## config.mk

```make
export PLATFORM = sky130hd
export DESIGN_NAME = prod_accum
export DESIGN_NICKNAME = d
export VERILOG_FILES = /design/src/rtl/prod_accum.sv
export SDC_FILE = /design/constraint.sdc
export NUM_CORES = 1
export LEC_CHECK = 0
export ABC_CLOCK_PERIOD_IN_PS = 4080
export BUFFER_PORTS_ARGS = -buffer_cell sky130_fd_sc_hd__buf_2
export CAP_MARGIN = 0
export CORE_UTILIZATION = 52
export DETAILED_ROUTE_END_ITERATION = 6
export GPL_ROUTABILITY_DRIVEN = 0
export GPL_TIMING_DRIVEN = 0
export PLACE_DENSITY = 0.76
export SETUP_SLACK_MARGIN = 0.2
export SYNTH_ARGS = -nofsm -noshare
export SYNTH_HDL_FRONTEND = slang
export SYNTH_SLANG_ARGS = --single-unit
export TNS_END_PERCENT = 30
```

## constraint.sdc

```tcl
create_clock -name CLK -period 4.08 [get_ports CLK]
set_input_delay 0.408 -clock CLK [delete_from_list [all_inputs] [get_ports CLK]]
set_output_delay 0.408 -clock CLK [all_outputs]
set_load 0.02 [all_outputs]
```

## src/rtl/prod_accum.sv

```systemverilog
// prod_accum: drains the product FIFO read port, sums each group of BLOCK_LEN
// products and offers the sum on a valid/ready port. Optional macro: PROD_ACCUM_SAT_EN.
module prod_accum #(
  parameter int BLOCK_LEN = 4,
  parameter int ACC_W     = 24
) (
  input  logic             CLK,
  input  logic             RST,
  input  logic             EMPTY,
  input  logic             VALID,
  input  logic [15:0]      FIFO_DOUT,
  output logic             RD,
  output logic [ACC_W-1:0] SUM,
  output logic             SUM_VALID,
  input  logic             SUM_READY,
  output logic [15:0]      BLK_CNT,
  output logic             o_state_dbg
);

  typedef enum logic {
    ACCUM = 1'b0,
    HOLD  = 1'b1
  } state_t;

  localparam logic [7:0] LEN      = 8'(BLOCK_LEN);
  localparam logic [7:0] LAST_IDX = 8'(BLOCK_LEN - 1);

  state_t           r_state;
  logic [7:0]       r_issued;
  logic [7:0]       r_recv;
  logic [ACC_W-1:0] r_acc;
  logic [ACC_W-1:0] r_sum;
  logic             r_sum_valid;
  logic [15:0]      r_blk_cnt;

  logic             w_accept;
  logic             w_last;
  logic [ACC_W:0]   w_add_full;
  logic [ACC_W-1:0] w_add;

  // Reads stop once the whole block is requested; words only count while a read
  // is outstanding, so stray VALIDs and pre-reset in-flight data are dropped.
  assign RD       = RST && (r_state == ACCUM) && !EMPTY && (r_issued < LEN);
  assign w_accept = VALID && (r_state == ACCUM) && (r_recv < r_issued);
  assign w_last   = (r_recv == LAST_IDX);

  assign w_add_full = {1'b0, r_acc} + {{(ACC_W + 1 - 16){1'b0}}, FIFO_DOUT};
`ifdef PROD_ACCUM_SAT_EN
  assign w_add = w_add_full[ACC_W] ? '1 : w_add_full[ACC_W-1:0];
`else
  assign w_add = w_add_full[ACC_W-1:0];
`endif

  // Output handshake: SUM transfers on a rising edge with SUM_VALID && SUM_READY;
  // SUM stays stable while SUM_VALID is high and not yet accepted.
  always_ff @(posedge CLK or negedge RST) begin
    if (!RST) begin
      r_state     <= ACCUM;
      r_issued    <= '0;
      r_recv      <= '0;
      r_acc       <= '0;
      r_sum       <= '0;
      r_sum_valid <= 1'b0;
      r_blk_cnt   <= '0;
    end else begin
      case (r_state)
        ACCUM: begin
          if (RD) begin
            r_issued <= r_issued + 8'd1;
          end
          if (w_accept) begin
            if (w_last) begin
              r_sum       <= w_add;
              r_sum_valid <= 1'b1;
              r_state     <= HOLD;
              r_acc       <= '0;
              r_issued    <= '0;
              r_recv      <= '0;
              r_blk_cnt   <= r_blk_cnt + 16'd1;
            end else begin
              r_acc  <= w_add;
              r_recv <= r_recv + 8'd1;
            end
          end
        end
        HOLD: begin
          if (r_sum_valid && SUM_READY) begin
            r_sum_valid <= 1'b0;
            r_state     <= ACCUM;
          end
        end
        default: r_state <= ACCUM;
      endcase
    end
  end

  assign SUM         = r_sum;
  assign SUM_VALID   = r_sum_valid;
  assign BLK_CNT     = r_blk_cnt;
  assign o_state_dbg = r_state;

endmodule

```

==> metrics.txt, run 1 <==
first-pass GRT wire length=15420 um; FF-to-FF path depth=9; maximum level of the CTS H-tree=3; leading cell types in the layout, fill and taps excluded=dfrtp_1, nand2_1, buf_2; most instantiated flip-flop cell in the synthesis netlist=dfrtp_1; Clock Sink Count=82; outcome=finished clean; # nets final=564; number of hold violations in the final report=0; number of cells on the critical path=9; post-synth net total=489; cell chain of the critical path=ha_1 -> fa_1 -> a21oi_2 -> o211ai_2 -> a2111oi_4 -> nor2_1 -> a31oi_1 -> xor2_1 -> o21ai_1; count of buffers added by post-CTS timing repair for setup=0; maximum number of pins on one net before global-route repair=47; number of port buffers=63; Data arrival, critical path=2.96 ns; class of the tightest hold or removal check=in -> async; min Tclk post-route=2.736 ns; most common cell after layout, fill and taps aside=dfrtp_1; initial detailed-routing violation count=94; launching element type of the critical path=flip-flop; area growth from synthesis to layout=15.07%; number of antenna violations at the first check in global routing=0; number of global-route vias before repair=3444; Clock Latency Late Sink=0.36 ns; share of the clock period used by the worst path after layout=0.6705; Peak VDD IR=380.0 uV; number of buffers and inverters on the critical path=0; Final Worst Setup Slack=1.344 ns; first element of the critical path=r_acc[0]; largest fanout on the critical path=3; post-detailed-placement cell area=4767 sq um; #FFs+latches synth=82; die outline height=92.95 um; post-cts sizing count=0; Total Die Area=8640 sq um; Maximum Capacitance Violations=0; Std-Cell Rows=32; Critical Path Sink Type=flip-flop; Leakage=2.425 nW; Least-Margin Pin Slew=0.5737 ns; Crit path required time=4.30 ns; Cell Count, Final, Fillers Out=623; number of instances in the synthesized netlist=441; setup_tns=0 ns; post-detailed-routing wire length=9112 um; power density relative to cell area=792.6 nW/um^2; warnings from Yosys=0; startpoint-to-endpoint class of the critical path=reg -> reg; count of distinct cell types in the synthesized netlist=45; average wire per cell in the routed design=14.63 um; delay of the slowest cell on the worst path=0.43 ns; aggregate global routing overflow=0; netlist area before placement=4302 sq um; CTS root buffer=clkbuf_8; die width=92.95 um; residual antenna-violating net count after detailed routing=0; HPWL after detailed placement=6783 um; maximum achievable frequency=365.5 MHz; total DRC errors in the routed layout=0; number of vias in the routed layout=3445; Post-Place Worst Slack=1.254 ns; Worst Setup EP=SUM[14]; share of layout cells above drive strength 1=0.1958; placeable core region=7848 sq um; number of I/O pins=64; setup slack of the worst register-to-register path=1.34 ns; number of enable flip-flop cells after synthesis=0; DP Cell Count=607; final standard cell area without fillers=4950 sq um; unrepaired setup endpoints after global routing=false; R2R Path End=SUM[14]; sequential fraction of the synthesis area=0.4770; Setup violations, final=0; Post-Route Hold Slack=0.02260 ns; mean instance size in the synthesized netlist=9.754 sq um; family with the most delay on the worst path=compound AO/OA/AOI/OAI gates; total iterations of the first detailed-routing run=4; final setup skew=0.01175 ns; clock buffer count from CTS=9; count of hold-fix buffers inserted at cts=0; starting density of the core=0.5482; clock input transition at the sequential cells of the worst setup and hold paths=0.10 ns; number of diodes=0; post-synthesis async set-or-reset flop share=1.000; drt via density=5.530; Final Slew Violations=0; cell type of the slowest stage on the worst timing path=fa_1; Slew Limit Headroom=0.6175; Crit Reg-Reg Startpoint=r_acc[0]; TritonCTS clock tree=built; total global routing track utilization=0.2259; buffer depth of the longest clock path=2
area by class of cell:
cell class | instances | area [sq um]
fillers | 705 | 2898
repair buffers | 64 | 337.8
inverters | 11 | 41.29
plain buffers | 16 | 66.31
flip-flops and latches | 82 | 2052
well taps | 102 | 127.6
clock buffers | 9 | 123.9
clock inverters | 7 | 58.81
multi-input cells | 332 | 2142
metal layers:
| metal | track usage | wire length (um) | vias to the layer above |
|---|---|---|---|
| met5 | 0 | 0 | - |
| met4 | 0.09103 | 123 | 0 |
| met3 | 0.03284 | 330 | 14 |
| met2 | 0.3824 | 4437 | 79 |
| met1 | 0.2905 | 4221 | 1653 |
| li1 | - | - | 1699 |
sequential cells by signal, summed over array words and instances (netlist names):
name / cells
SUM: 24
r_acc: 24
BLK_CNT: 16
r_issued: 8
r_recv: 8
SUM_VALID: 1
o_state_dbg: 1
cell families (layout without fill, tap and decap cells):
logic type / after synthesis / after routing / share of synthesized area
buf+inv: 27 / 107 / 0.02501
compound gates: 105 / 105 / 0.1588
fa+ha+maj: 27 / 27 / 0.08028
flops: 82 / 82 / 0.4770
xor+xnor: 42 / 42 / 0.08551
simple gates: 158 / 158 / 0.1734
worst min-delay path by stage:
stage                            from     endpoint
after CTS                         RST      SUM[19]
after detailed placement          RST    r_recv[5]
after global placement    BLK_CNT[15]  BLK_CNT[15]
after floorplan                   RST   BLK_CNT[0]
after global routing              RST    r_recv[5]
final                             RST    r_recv[7]
synth_stat cells, types with 2 or more instances:
cell type	count	area, sq um
nand3_1	21	105.1
nor4_1	2	12.51
o31ai_1	9	67.56
nand2b_1	5	31.28
and4_1	3	26.28
xnor2_1	26	227.7
o21ai_2	2	17.52
nor3_1	3	15.01
nand2_2	2	12.51
o21ai_1	14	70.07
xor2_1	16	140.1
o211ai_1	3	22.52
ha_1	26	325.3
or2_2	4	25.02
o311ai_1	7	61.31
dfrtp_1	82	2052
a21o_1	6	45.04
inv_1	11	41.29
buf_2	5	25.02
o21ai_0	32	160.2
and3_1	6	37.54
o21a_1	2	15.01
nand4_1	6	37.54
nor2_2	2	12.51
and2_1	2	12.51
nand2_1	79	296.5
a21oi_1	19	95.09
nor2_1	17	63.81
clkbuf_1	11	41.29
a31oi_1	3	18.77
power breakdown:
part / leakage (nW) / switching (mW) / internal (mW)
Sequential: 1.04 / 0.222 / 1.11
Clock: 0.0868 / 0.323 / 0.229
Combinational: 1.30 / 1.26 / 0.779
stage by stage:
step	util	power, mW
floorplan	-	2.837
global placement	0.6046	3.290
detailed placement	0.6075	3.386
CTS	0.6307	3.947
global route	0.6307	4.253
finish	0.6307	3.923
Note: power is estimated with default switching activity, not from simulation.
==> run 2: changes to the inputs <==
--- a/config.mk
+++ b/config.mk
@@ -5,14 +5,14 @@
 export SDC_FILE = /design/constraint.sdc
 export NUM_CORES = 1
 export LEC_CHECK = 0
-export ABC_CLOCK_PERIOD_IN_PS = 4080
+export ABC_CLOCK_PERIOD_IN_PS = 2200
 export BUFFER_PORTS_ARGS = -buffer_cell sky130_fd_sc_hd__buf_2
 export CAP_MARGIN = 0
 export CORE_UTILIZATION = 52
 export DETAILED_ROUTE_END_ITERATION = 6
 export GPL_ROUTABILITY_DRIVEN = 0
 export GPL_TIMING_DRIVEN = 0
-export PLACE_DENSITY = 0.76
+export PLACE_DENSITY = 0.79
 export SETUP_SLACK_MARGIN = 0.2
 export SYNTH_ARGS = -nofsm -noshare
 export SYNTH_HDL_FRONTEND = slang
==> constraint.sdc (replaced) <==
create_clock -name CLK -period 2.2 [get_ports CLK]
set_input_delay 0.22 -clock CLK [delete_from_list [all_inputs] [get_ports CLK]]
set_output_delay 0.22 -clock CLK [all_outputs]
set_load 0.02 [all_outputs]
==> run 2 against run 1 <==
The run now ends with setup timing left. Flip-flop and latch count unchanged. Final area up 17%. First-iteration DRC count grew 97%. Sequential share of layout area fell by 5.9 points. Cell count up 3.2%. Clock skew decreased by 0.0027 ns. Via count rose by 9.2%. Non-clock buffer count increased by 20. Die area did not move. Register-to-register slack got worse by 1.6 ns. Clock-buffer cell count increased by 1. Largest cell class unchanged. Power up 130%.
==> metrics.txt, run 2 (same netlist as run 1, synthesis figures left out) <==
total iterations of the first detailed-routing run=4 (unchanged); power density relative to cell area=1543 nW/um^2 (+95%); family with the most delay on the worst path=compound AO/OA/AOI/OAI gates; cell type of the slowest stage on the worst timing path=a2111oi_4; first element of the critical path=r_acc[0]; CTS root buffer=clkbuf_8; maximum achievable frequency=410.9 MHz (+12%); HPWL after detailed placement=6847 um (+0.96%); aggregate global routing overflow=0 (unchanged); leading cell types in the layout, fill and taps excluded=dfrtp_1, nand2_1, buf_2; area growth from synthesis to layout=34.44%; number of buffers and inverters on the critical path=0 (unchanged); Final Slew Violations=0 (unchanged); number of diodes=0 (unchanged); Clock Latency Late Sink=0.36 ns (about the same); total global routing track utilization=0.2680 (+0.04205); delay of the slowest cell on the worst path=0.45 ns (+0.02 ns); number of hold violations in the final report=0 (unchanged); final standard cell area without fillers=5783 sq um (+17%); number of antenna violations at the first check in global routing=0 (unchanged); Std-Cell Rows=32 (unchanged); die outline height=92.95 um (unchanged); share of the clock period used by the worst path after layout=1.106 (+0.4357); starting density of the core=0.5482 (unchanged); initial detailed-routing violation count=185 (+97%); number of vias in the routed layout=3761 (+9.2%); cell chain of the critical path=ha_4 -> fa_2 -> a21oi_4 -> o211ai_2 -> a2111oi_4 -> nor2_2 -> a31oi_1 -> xor2_1 -> o31ai_1; violations in the final reports=setup timing; clock input transition at the sequential cells of the worst setup and hold paths=0.09 ns (about the same); Critical Path Sink Type=flip-flop; Final Worst Setup Slack=-0.2336 ns (-1.578 ns); clock buffer count from CTS=9 (unchanged); startpoint-to-endpoint class of the critical path=reg -> reg; share of layout cells above drive strength 1=0.3623 (+0.1665); Total Die Area=8640 sq um (unchanged); Final Power=8.925 mW (+130%); drt via density=5.849 (+5.8%); placeable core region=7848 sq um (unchanged); utilization after layout=0.7369 (+0.1062); Least-Margin Pin Slew=0.5741 ns (+0.0003248 ns); Clock Sink Count=82 (unchanged); Slew Limit Headroom=0.6173 (about the same); largest fanout on the critical path=3 (unchanged); final setup skew=0.009047 ns (-0.002706 ns); # nets final=584 (+3.5%); average wire per cell in the routed design=17.30 um (+18%); Hold Crit Start=SUM_READY; unrepaired setup endpoints after global routing=true; Setup violations, final=19 (+19); Crit Reg-Reg Startpoint=r_acc[0]; Peak VDD IR=944.8 uV (+150%); maximum level of the CTS H-tree=3 (unchanged); first-pass GRT wire length=17950 um (+16%); buffer depth of the longest clock path=2 (unchanged); class of the tightest hold or removal check=in -> reg; Post-Place Worst Slack=-0.3231 ns (-1.577 ns); most common cell after layout, fill and taps aside=dfrtp_1; TritonCTS clock tree=built; number of global-route vias before repair=3773 (+9.6%); die width=92.95 um (unchanged); number of I/O pins=64 (unchanged); launching element type of the critical path=flip-flop; Crit path required time=2.43 ns (-1.87 ns); Data arrival, critical path=2.66 ns (-0.30 ns); Leakage=2.724 nW (+12%); maximum number of pins on one net before global-route repair=52 (+11%); residual antenna-violating net count after detailed routing=0 (unchanged); post-detailed-placement cell area=4780 sq um (+0.26%); Maximum Capacitance Violations=0 (unchanged); outcome=finished, violations left; total DRC errors in the routed layout=0 (unchanged); min Tclk post-route=2.434 ns (-0.3021 ns); number of port buffers=63 (unchanged); post-detailed-routing wire length=11130 um (+22%)
run 2: changes by cell type in the layout (fill, tap and decap cells not counted), sizes merged:
cell | previous run | this run
clkinvlp | 2 | 1
clkbuf | 20 | 17
buf | 69 | 92
dlygate4sd3 | 0 | 1
inv | 14 | 11
bufinv | 0 | 3
run 2: metal layers:
metal / vias to the layer above / track usage / wire length [um]
li1: 1734 / - / -
met1: 1887 / 0.3270 / 4596
met2: 111 / 0.4583 / 5734
met3: 29 / 0.06240 / 499
met4: 0 / 0.1038 / 295
met5: - / 0 / 0
run 2: path summary, 6_finish.rpt:
path | to | slack, ns | cells past startpoint
max | r_acc[14] | -0.23 | 9
min | SUM_VALID | 0.14 | 4
max reg2reg | r_acc[14] | -0.23 | 9
min reg2reg | BLK_CNT[15] | 0.48 | 1
max in group asynchronous | r_acc[1] | 1.56 | 3
min in group asynchronous | r_issued[4] | 0.37 | 3
run 2: cell type report:
| cell class | count | area [sq um] |
|---|---|---|
| Sequential cell | 82 | 2054 |
| Fill cell | 522 | 2064 |
| Inverter | 11 | 41.29 |
| Tap cell | 102 | 127.6 |
| Multi-Input combinational cell | 332 | 2571 |
| Clock buffer | 10 | 127.6 |
| Buffer | 16 | 173.9 |
| Timing Repair Buffer | 84 | 571.8 |
| Clock inverter | 6 | 115.1 |
run 2: worst register-to-register path, delay by kind of cell (launching register included):
| family | cells | cell delay (ns) |
|---|---|---|
| compound gates | 5 | 1.05 |
| fa+ha+maj | 2 | 0.54 |
| flops | 1 | 0.41 |
| xor+xnor | 1 | 0.24 |
| simple gates | 1 | 0.08 |
run 2: timing repair:
action / 4_1_cts / 5_1_grt
hold buffers: 2 / 0
resized for setup: 105 / 38
pin swaps: 58 / 40
endpoints found under the hold margin: 32 / 0
gates cloned: 2 / 0
setup buffers: 14 / 2
endpoints found under the setup margin: 81 / 82
run 2: metrics by stage:
step                      setup TNS [ns]  hold slack, ns  instances
after floorplan                  -0.2208        -0.07559        441
final                             -1.786          0.1364        643
after global routing              -4.891          0.1513        643
after global placement            -8.730          0.4538        606
after detailed placement          -10.42          0.2078        607
after CTS                         -1.103          0.1196        641
run 2: where the power goes:
part | switching, mW | internal, mW | leakage [nW] | total, mW
logic | 2.91 | 2.14 | 1.57 | 5.05
clock network | 0.565 | 0.758 | 0.117 | 1.32
registers | 0.500 | 2.06 | 1.04 | 2.56
==> run 3: changes to the inputs <==
--- a/config.mk
+++ b/config.mk
@@ -13,6 +13,7 @@
 export GPL_ROUTABILITY_DRIVEN = 0
 export GPL_TIMING_DRIVEN = 0
 export PLACE_DENSITY = 0.79
+export RECOVER_POWER = 100
 export SETUP_SLACK_MARGIN = 0.2
 export SYNTH_ARGS = -nofsm -noshare
 export SYNTH_HDL_FRONTEND = slang
==> run 3 against run 2 <==
The flow still finishes with violations (setup timing). First-iteration DRC count down 6.5%. Final area down 1.9%. Critical path depth unchanged. Worst setup slack worse by 0.015 ns. Via count down 0.96%. Utilization down 1.4 points. Non-clock buffer count unchanged. Clock power about the same. Flip-flop and latch count unchanged. Largest power group unchanged.
==> metrics.txt, run 3 (same netlist as run 1, synthesis figures left out) <==
outcome=finished, violations left; violations in the final reports=setup timing; maximum achievable frequency=408.3 MHz (-0.63%); total DRC errors in the routed layout=0 (unchanged); Total Die Area=8640 sq um (unchanged); final setup skew=0.007662 ns (-0.001384 ns); most common cell after layout, fill and taps aside=dfrtp_1; DP Cell Count=607 (unchanged); Setup violations, final=38 (+19); TritonCTS clock tree=built; maximum level of the CTS H-tree=3 (unchanged); Final Worst Setup Slack=-0.2490 ns (-0.01543 ns); Net Switching=3.951 mW (-0.49%); number of buffers and inverters on the critical path=0 (unchanged); Hold Crit Start=SUM_READY; Post-Place Worst Slack=-0.3231 ns (unchanged); Data arrival, critical path=2.68 ns (+0.02 ns); relative contribution of the clock network to total power=0.150 (+0.002); number of antenna violations at the first check in global routing=0 (unchanged); placeable core region=7848 sq um (unchanged); Leakage=2.540 nW (-6.7%); cell type of the slowest stage on the worst timing path=a2111oi_4; Fill cells=541 (+3.6%); leading cell types in the layout, fill and taps excluded=dfrtp_1, nand2_1, clkbuf_1; FF-to-FF path depth=9 (unchanged); Clock Latency Late Sink=0.36 ns (about the same); largest fanout on the critical path=3 (unchanged); HPWL after detailed placement=6847 um (unchanged); min Tclk post-route=2.449 ns (+0.01543 ns); CTS root buffer=clkbuf_8; number of I/O pins=64 (unchanged); class of the tightest hold or removal check=in -> reg; delay of the slowest cell on the worst path=0.45 ns (about the same); number of hold violations in the final report=0 (unchanged); # nets final=584 (unchanged); Least-Margin Pin Slew=1.441 ns (+0.8665 ns); number of port buffers=63 (unchanged); share of the clock period used by the worst path after layout=1.113 (+0.007013); total global routing track utilization=0.2680 (unchanged); residual antenna-violating net count after detailed routing=0 (unchanged); startpoint-to-endpoint class of the critical path=reg -> reg; clock buffer count from CTS=9 (unchanged); area growth from synthesis to layout=31.94%; Cell Count, Final, Fillers Out=643 (unchanged); drt via density=5.793 (-0.96%); cell chain of the critical path=ha_4 -> fa_2 -> a21oi_4 -> o211ai_2 -> a2111oi_4 -> nor2_2 -> a31oi_1 -> xor2_1 -> o31ai_1; power density relative to cell area=1552 nW/um^2 (+0.56%); Critical Path Sink Type=flip-flop; family with the most delay on the worst path=compound AO/OA/AOI/OAI gates; final standard cell area without fillers=5675 sq um (-1.9%); total iterations of the first detailed-routing run=4 (unchanged); number of global-route vias before repair=3773 (unchanged); share of layout cells above drive strength 1=0.2717 (-0.09057); share of power burned in registers=0.290 (+0.004); Peak VDD IR=924.5 uV (-2.1%); maximum number of pins on one net before global-route repair=52 (unchanged); Final Slew Violations=0 (unchanged); Maximum Capacitance Violations=0 (unchanged); hold path depth=4 (unchanged); initial detailed-routing violation count=173 (-6.5%); fraction of power spent switching nets=0.4485 (+0.003718); launching element type of the critical path=flip-flop; clock input transition at the sequential cells of the worst setup and hold paths=0.09 ns (about the same); die width=92.95 um (unchanged); first-pass GRT wire length=17950 um (unchanged); Std-Cell Rows=32 (unchanged); number of diodes=0 (unchanged); number of vias in the routed layout=3725 (-0.96%); R2R Path End=r_acc[14]; unrepaired setup endpoints after global routing=true; P_int=4.858 mW (-2.0%); setup slack of the worst register-to-register path=-0.25 ns (-0.02 ns); die outline height=92.95 um (unchanged); average wire per cell in the routed design=17.40 um (+0.55%); combinational cell fraction of total power=0.559 (-0.006); buffer depth of the longest clock path=2 (unchanged); Slew Limit Headroom=0.03963 (-0.5777); post-detailed-routing wire length=11190 um (+0.55%); utilization after layout=0.7232 (-0.01371); starting density of the core=0.5482 (unchanged); aggregate global routing overflow=0 (unchanged); Clock Sink Count=82 (unchanged); Hold Path Sink=SUM_VALID; Crit Reg-Reg Startpoint=r_acc[0]; post-detailed-placement cell area=4780 sq um (unchanged); Crit path required time=2.43 ns (about the same)
==> run 3: cell type report <==
| type | count | area, sq um | area share |
|---|---|---|---|
| buffer | 16 | 148.9 | 0.02623 |
| clock buffer | 10 | 127.6 | 0.02249 |
| clock inverter | 6 | 115.1 | 0.02028 |
| inverter | 11 | 41.29 | 0.007275 |
| multi-input combinational | 332 | 2559 | 0.4508 |
| sequential | 82 | 2054 | 0.3620 |
| tap | 102 | 127.6 | 0.02249 |
| timing repair buffer | 84 | 501.7 | 0.08840 |
==> run 3: timing repair <==
item                                    in CTS  in global routing
resized for setup                          105                 38
gates cloned                                 2                  0
buffers inserted                            14                  2
pin swaps                                   58                 40
endpoints found under the setup margin      81                 82
hold buffers                                 2                  0
endpoints found under the hold margin       32                  0
==> run 3: tightest hold or removal path: cells and delay by family <==
family / cells / cell delay (ns)
AND/OR/NAND/NOR: 3 / 0.16
buffers and inverters: 1 / 0.09
==> run 3: through the flow <==
| step | hold WS, ns | setup TNS, ns | total power [mW] |
|---|---|---|---|
| after floorplan | -0.07559 | -0.2208 | 5.265 |
| after global placement | 0.4538 | -8.730 | 6.098 |
| after detailed placement | 0.2078 | -10.42 | 6.283 |
| after CTS | 0.1196 | -1.103 | 8.431 |
| after global routing | 0.1513 | -9.745 | 9.382 |
| final | 0.1318 | -2.571 | 8.808 |
==> run 3: how the worst max path moves through the flow <==
stage,from,endpoint,slack [ns],cells past startpoint
3_3_place_gp,RST,RD,-0.38,4
4_1_cts,r_acc[0],SUM[14],-0.16,9
3_5_place_dp,r_acc[0],r_acc[14],-0.32,9
6_report,r_acc[0],r_acc[14],-0.25,9
2_1_floorplan,r_acc[0],r_acc[14],-0.07,9
5_1_grt,r_acc[0],SUM[14],-0.37,9
==> run 3: layer usage <==
layer  vias up  track usage  part of all wire
met5         -            0                 0
met4         0       0.1038             0.030
met3        27      0.06240             0.052
met2       119       0.4583              0.51
met1      1841       0.3270              0.41
li1       1738            -                 -
==> run 3: power groups by stage <==
stage | clock [mW] | combinational, mW | sequential (mW)
2_1_floorplan | 0 | 2.62 | 2.65
3_3_place_gp | 0 | 3.64 | 2.45
3_5_place_dp | 0 | 3.80 | 2.49
4_1_cts | 1.34 | 4.60 | 2.50
5_1_grt | 1.39 | 5.38 | 2.61
6_report | 1.32 | 4.93 | 2.56
